### src/rtl/uart_byte_tx.sv
// Byte-level 8N1 UART transmitter: one byte per accepted wr_en, tx idles high.
// Define UART_BYTE_TX_PARITY_EN to insert an even-parity bit (8E1).
module uart_byte_tx #(
    parameter int CLK_FREQ  = 50000000,
    parameter int BAUD_RATE = 115200
) (
    input  logic       clk,
    input  logic       rst,
    input  logic [7:0] data_in,
    input  logic       wr_en,
    output logic       tx_busy,
    output logic       tx
);

    localparam int CLKS_PER_BIT = CLK_FREQ / BAUD_RATE;
    localparam int CNT_W        = (CLKS_PER_BIT > 2) ? $clog2(CLKS_PER_BIT) : 1;
    localparam logic [CNT_W-1:0] CNT_MAX = CNT_W'(CLKS_PER_BIT - 1);

    typedef enum logic [2:0] {
        S_IDLE,
        S_START,
        S_DATA,
`ifdef UART_BYTE_TX_PARITY_EN
        S_PARITY,
`endif
        S_STOP
    } state_t;

    state_t           state_reg, state_next;
    logic [CNT_W-1:0] cnt_reg, cnt_next;
    logic [2:0]       idx_reg, idx_next;
    logic [7:0]       shift_reg, shift_next;
    logic             tx_reg, tx_next;
    logic             busy_reg, busy_next;
`ifdef UART_BYTE_TX_PARITY_EN
    logic             parity_reg, parity_next;
`endif

    logic baud_wrap;
    logic accept;

    assign baud_wrap = (cnt_reg == CNT_MAX);
    // Registered busy gates acceptance, so a write lands no earlier than one idle cycle after a frame.
    assign accept    = wr_en && !busy_reg;

    always_ff @(posedge clk) begin
        if (rst) begin
            state_reg  <= S_IDLE;
            cnt_reg    <= '0;
            idx_reg    <= '0;
            shift_reg  <= '0;
            tx_reg     <= 1'b1;
            busy_reg   <= 1'b0;
`ifdef UART_BYTE_TX_PARITY_EN
            parity_reg <= 1'b0;
`endif
        end else begin
            state_reg  <= state_next;
            cnt_reg    <= cnt_next;
            idx_reg    <= idx_next;
            shift_reg  <= shift_next;
            tx_reg     <= tx_next;
            busy_reg   <= busy_next;
`ifdef UART_BYTE_TX_PARITY_EN
            parity_reg <= parity_next;
`endif
        end
    end

    always_comb begin
        state_next = state_reg;
        case (state_reg)
            S_IDLE:   if (accept) state_next = S_START;
            S_START:  if (baud_wrap) state_next = S_DATA;
            S_DATA: begin
                if (baud_wrap && idx_reg == 3'd7) begin
`ifdef UART_BYTE_TX_PARITY_EN
                    state_next = S_PARITY;
`else
                    state_next = S_STOP;
`endif
                end
            end
`ifdef UART_BYTE_TX_PARITY_EN
            S_PARITY: if (baud_wrap) state_next = S_STOP;
`endif
            S_STOP:   if (baud_wrap) state_next = S_IDLE;
            default:  state_next = S_IDLE;
        endcase
    end

    // tx is computed one cycle ahead so the line level comes straight from a flop.
    always_comb begin
        cnt_next    = cnt_reg;
        idx_next    = idx_reg;
        shift_next  = shift_reg;
        tx_next     = tx_reg;
        busy_next   = busy_reg;
`ifdef UART_BYTE_TX_PARITY_EN
        parity_next = parity_reg;
`endif
        if (state_reg != S_IDLE) begin
            cnt_next = baud_wrap ? '0 : cnt_reg + 1'b1;
        end
        case (state_reg)
            S_IDLE: begin
                if (accept) begin
                    shift_next  = data_in;
                    tx_next     = 1'b0;
                    busy_next   = 1'b1;
                    cnt_next    = '0;
                    idx_next    = '0;
`ifdef UART_BYTE_TX_PARITY_EN
                    parity_next = ^data_in;
`endif
                end
            end
            S_START: begin
                if (baud_wrap) begin
                    tx_next    = shift_reg[0];
                    shift_next = shift_reg >> 1;
                end
            end
            S_DATA: begin
                if (baud_wrap) begin
                    if (idx_reg == 3'd7) begin
                        idx_next = '0;
`ifdef UART_BYTE_TX_PARITY_EN
                        tx_next  = parity_reg;
`else
                        tx_next  = 1'b1;
`endif
                    end else begin
                        idx_next   = idx_reg + 3'd1;
                        tx_next    = shift_reg[0];
                        shift_next = shift_reg >> 1;
                    end
                end
            end
`ifdef UART_BYTE_TX_PARITY_EN
            S_PARITY: begin
                if (baud_wrap) tx_next = 1'b1;
            end
`endif
            S_STOP: begin
                if (baud_wrap) busy_next = 1'b0;
            end
            default: begin
                tx_next   = 1'b1;
                busy_next = 1'b0;
            end
        endcase
    end

    assign tx      = tx_reg;
    assign tx_busy = busy_reg;

endmodule
### config.mk
export PLATFORM = sky130hd
export DESIGN_NAME = uart_byte_tx
export DESIGN_NICKNAME = d
export VERILOG_FILES = /design/src/rtl/uart_byte_tx.sv
export SDC_FILE = /design/constraint.sdc
export NUM_CORES = 1
export LEC_CHECK = 0
export BUFFER_PORTS_ARGS = -buffer_cell sky130_fd_sc_hd__buf_2
export CORE_MARGIN = 2
export CORE_UTILIZATION = 45
export CTS_BUF_LIST = sky130_fd_sc_hd__clkbuf_4 sky130_fd_sc_hd__clkbuf_8 sky130_fd_sc_hd__clkbuf_16
export CTS_CLUSTER_DIAMETER = 150
export DETAILED_ROUTE_END_ITERATION = 6
export GPL_TIMING_DRIVEN = 0
export HOLD_SLACK_MARGIN = 0.05
export SLEW_MARGIN = 20
export SYNTH_ARGS = -nofsm -noshare
export SYNTH_HDL_FRONTEND = slang
export SYNTH_SLANG_ARGS = --single-unit
### constraint.sdc
create_clock -name clk -period 2.84 [get_ports clk]
set_input_delay 0.142 -clock clk [delete_from_list [all_inputs] [get_ports clk]]
set_output_delay 0.142 -clock clk [all_outputs]
set_load 0.02 [all_outputs]
# Word-level counts from Yosys, hierarchy flattened
# Index checks and enable logic that the tools add are counted.
[totals]
n_memories = 0
regBits = 25
romBits = 0
ram_bits = 0
latchBits = 0
[classes]
bitwise = 2
addsub = 2
n_shift = 0
reduce_logical = 13
div = 0
magnitude_cmp = 0
eq_ne = 11
multipliers = 0
mux = 26
[op_table]
columns = ["op", "count"]
rows = [
  ["2-to-1 mux 9 bit", 4],
  ["2-to-1 mux 8 bit", 4],
  ["one-hot mux 8 bit (3 select lines)", 1],
  ["2-to-1 mux 3 bit", 7],
  ["!= test 2 bit (second input constant)", 6],
  ["one-hot mux 3 bit (4 select lines)", 1],
  ["adder 9 x 1 -> 9 bit (second input constant)", 1],
  ["== test 9 bit (second input constant)", 1],
  ["AND reduction 4 bit", 2],
  ["== test 3 x 2 -> 1 bit (second input constant)", 2],
  ["2-to-1 mux 1 bit", 6],
  ["one-hot mux 3 bit (2 select lines)", 1],
  ["AND reduction 3 bit", 2],
  ["nonzero test 3 bit", 2],
  ["AND reduction 5 bit", 1],
  ["one-hot mux 1 bit (4 select lines)", 1],
  ["adder 3 x 1 -> 3 bit (second input constant)", 1],
  ["== test 3 x 1 -> 1 bit (second input constant)", 1],
  ["== test 3 bit (second input constant)", 1],
  ["logical NOT 3 bit", 1],
  ["one-hot mux 1 bit (3 select lines)", 1],
  ["logical AND 1 bit", 2],
  ["NOT 1 bit", 2],
  ["nonzero test 2 bit", 1],
  ["other kinds (2)", 2],
]

# Longest topological paths before layout
[depth]
ltp_word = 5
mapped_depth = 8

# Least setup slack after synthesis
# No wires, ideal clock.
[synth_timing]
kind = "register to register"
from = "reg state_reg[0]"
to = "reg idx_reg[1]"
path_stages_with_launch = 8
path_slack_ps = 1019
arrival_time_ps = 1751
period_less_slack_ps = 1821
cell_sequence = "dfxtp_1 > inv_1 > ha_1 > clkbuf_1 > and2_1 > clkbuf_1 > or4b_1 > a21oi_1"
[synth_between]
elab_chain_cells = 3
elab_cells_between_ends = 7
[synth_lines]
columns = ["element", "line_no", "rtl"]
rows = [
  ["start, declared", "29", "state_t state_reg, state_next;"],
  ["start signal, assigned", "58", "state_reg <= state_next;"],
  ["== test 3 x 2 -> 1 bit or logical NOT 3 bit (tied branches)", "105", "case (state_reg)"],
  ["!= test 2 bit (no source line) or nonzero test 2 bit (tied branches)", "--", ""],
  ["AND reduction 3 bit (no source line)", "--", ""],
  ["end signal, assigned", "60", "idx_reg <= idx_next;"],
  ["end, declared", "31", "logic [2:0] idx_reg, idx_next;"],
]
# Parallel ways exist; a longest one is shown, timed or not.
# A chain may end at the register's enable or synchronous reset.

# Worst setup path after layout
[layout_timing]
from = "reg state_reg[0]"
to = "reg shift_reg[5]"
[layout_between]
elab_chain_cells = 3
elab_cells_between_ends = 10
[layout_lines]
columns = ["element", "line_no", "rtl"]
rows = [
  ["== test 3 x 2 -> 1 bit, or another cell as far along", "105", ""],
  ["!= test 2 bit (no source line) or nonzero test 3 bit (tied branches)", "--", ""],
  ["AND reduction 5 bit (no source line)", "--", ""],
  ["end signal, assigned", "61", "shift_reg <= shift_next;"],
  ["end, declared", "32", "logic [7:0] shift_reg, shift_next;"],
]
# Parallel ways exist; a longest one is shown, timed or not.

==> results by group <==
Logic synthesis
  • Number of enable flip-flop cells after synthesis: 0
  • Syn Nets: ~170
  • Area contributors post-synth: dfxtp_1, ha_1, mux2i_1
  • Post-synth top cells: dfxtp_1, a21oi_1, ha_1, mux2i_1
  • Asr flop ratio synth: 0
  • Share of the synthesized area in the top cell type: 0.356
  • XOR/XNOR share of the synthesized area: 0.0130
  • Syn Inst Count: ~150
  • FF+latch count, synth: 24
  • Synth Area in Compound Gates: 0.258
  • Top cell type by total area after synthesis: dfxtp_1
  • Main combinational cell family by area after synthesis: compound AO/OA/AOI/OAI gates
  • Sequential area share after synthesis: 0.356
  • Synth Area in Adders: 0.0834
  • Post-synth top flop: dfxtp_1
  • Top-count cell post-synth: dfxtp_1
  • Synth Area in Simple Gates: 0.183
  • Yosys cell types: 41
  • YS warnings: 0
  • Synthesized area per cell: 8.94 um^2
  • Synth Cell Area: 1350 um^2
  • Fraction of synthesized area in multiplexers: 0.0667

Die
  • Row cnt: 19
  • Die Wd: ~59 um
  • Die Area: 3450 um^2
  • Die Span Y: 58.8 um
  • Initial Util: 0.481
  • Core Area: roughly 2800 um^2
  • # IOs: 13

Pwr
  • Peak supply drop: approximately 0.45 mV
  • Tot Pwr: around 0.0014 W
  • Leak pwr: 0.586 nW
  • P per Cell Area: 909 nW/um^2

Clock tree
  • CTS tree: yes
  • Maximum level of the CTS H-tree: 1
  • Worst skew pair latency: between 0.3 and 0.4 ns
  • Clk root buf: clkbuf_4
  • Num CTS Buffers: 3
  • # hold bufs at CTS: 0
  • Clock sinks: 24
  • Clock slew at reported path FFs: around 0.14 ns
  • Clk buf depth: 2
  • Post-CTS Resized: 0
  • Post CTS Setup Buffer Count: 0

Cells and area
  • Ant diodes: 0
  • Max FFs per register: 9
  • Area Overhead vs Synth: 10.0%
  • Layout cell share with drive strength beyond 1: 0.132
  • Fin nets: 188
  • Final Instance Count excl. Fillers: between 150 and 200
  • Fillers: ~280
  • Core Util, Final: 0.529

Critical path
  • Critical path peak fanout: 10
  • Req. time, crit path: 3.07 ns
  • Buf/Inv on CP: 2
  • Worst r2r dst: shift_reg[5]
  • Flop2flop setup slack: 0.66 ns
  • CP Launch Type: flop
  • Critical path origin: state_reg[0]
  • Critical Path Sink Type: flop
  • Worst-path cell chain: inv_1 > ha_1 > buf_2 > a21oi_1 > a21boi_1 > a21oi_1 > a211oi_1
  • CP top delay family: compound AO/OA/AOI/OAI gates
  • Setup Crit Path Kind: reg2reg
  • Slowest cell on crit path: a21boi_1
  • Worst path most repeated cell: a21oi_1
  • Worst Reg2Reg Path Length in Cells: 7
  • CP Data Arrival Time: ~2.4 ns
  • Slowest cell delay on critical path: 0.55 ns
  • R2R Path Start: state_reg[0]

Min path
  • Worst hold endpoint: idx_reg[2]
  • Hold Path Stages: 2
  • Hold Startpoint: rst
  • Hold Path Class: in2reg

Place
  • RD Place Congestion: around 0.75
  • Placed Cells incl. Taps: 194
  • HPWL Detailed: 2240 um
  • Place WS: about 0.71 ns
  • Input/output buffers: 12

Drt
  • WL final: 2970 um
  • Final ANT Viol Nets: 0
  • Routed len/inst: 15.0 um
  • Starting DRT DRC Count: 53
  • DRC: 0
  • DR vias/cell: about 6.0
  • DR pass1 iterations: 4
  • Routed vias: between 1000 and 1500

Timing
  • Setup TNS Final: 0 ns
  • Post-layout min period: between 2 and 2.5 ns
  • Setup slack after layout: approximately 0.66 ns
  • Max Transition Viols Final: 0
  • Fin. Hold Viols: 0
  • Worst Skew: 0.00746 ns
  • Tcrit/Tclk final: 0.768
  • Max-slew headroom: 0.601
  • Worst slew pin tran: approximately 0.60 ns
  • Endpoints failing setup: 0
  • Fmax: ~460 MHz
  • Unrepaired setup endpoints after global routing: no

Run
  • Max-Cap Viols: 0

Run status
  • Status: finished clean

Global route
  • First-pass GRT wire length: ~5200 um
  • Largest net degree at the start of global routing: 14
  • Grt total ovfl: 0
  • Total GRT Usage: 0.196
  • Vias in the first global route: between 1000 and 1500
  • Antenna violations before repair: 0
-- power by group --
part           internal (W)  switching, W
Combinational      0.000264      0.000436
Sequential         0.000416     0.0000522
Clock             0.0000784      0.000104
-- metrics by stage --
step           hold WS (ns)  cell area (um^2)
5_1_grt              0.0737              1490
3_3_place_gp          0.413              1450
4_1_cts              0.0519              1490
3_5_place_dp          0.411              1450
2_1_floorplan         0.243              1350
6_report             0.0651              1490
-- logic make-up (layout without fill, tap and decap cells) --
kind of cell / Yosys count / in the layout
and+or+nand+nor: 42 / 42
AOI/OAI and AO/OA: 51 / 51
buffers and inverters: 14 / 30
muxes: 9 / 9
xor gates and xnor gates: 2 / 2
DFF: 24 / 24
adders and majority gates: 9 / 9
-- layer usage --
layer,track usage,up-vias,share of wire
met5,0,-,0
met4,0.0649,0,0.012
met3,0.0286,4,0.033
met2,0.306,21,0.47
met1,0.276,555,0.49
li1,-,610,-
-- cells in the final DEF, fill, tap and decap left out, types with 5 or more instances in the layout --
cell	n
dfxtp_1	24
inv_1	7
nand2_1	6
o21ai_0	8
and3_1	5
a211oi_1	8
mux2i_1	9
ha_1	9
nand3_1	5
buf_2	14
nor2_1	8
a21oi_1	14
-- cell type report --
class                      count  area [um^2]  area share
buffer                         7         28.8      0.0194
tap                           31         38.8      0.0261
sequential                    24          480       0.324
timing repair buffer          12         60.1      0.0404
multi-input combinational    113          815       0.548
clock buffer                   4         36.3      0.0244
inverter                       7         26.3      0.0177
-- how the worst max path moves through the flow --
stage                   end  slack (ns)  cells after the start
2_1_floorplan    idx_reg[1]        1.02                      7
3_5_place_dp   shift_reg[5]        0.71                      7
6_report       shift_reg[5]        0.66                      7
5_1_grt        shift_reg[5]        0.49                      7
4_1_cts        shift_reg[5]        0.67                      7
3_3_place_gp   state_reg[1]        0.75                      8
No activity file was read; power rests on OpenSTA's default activity.
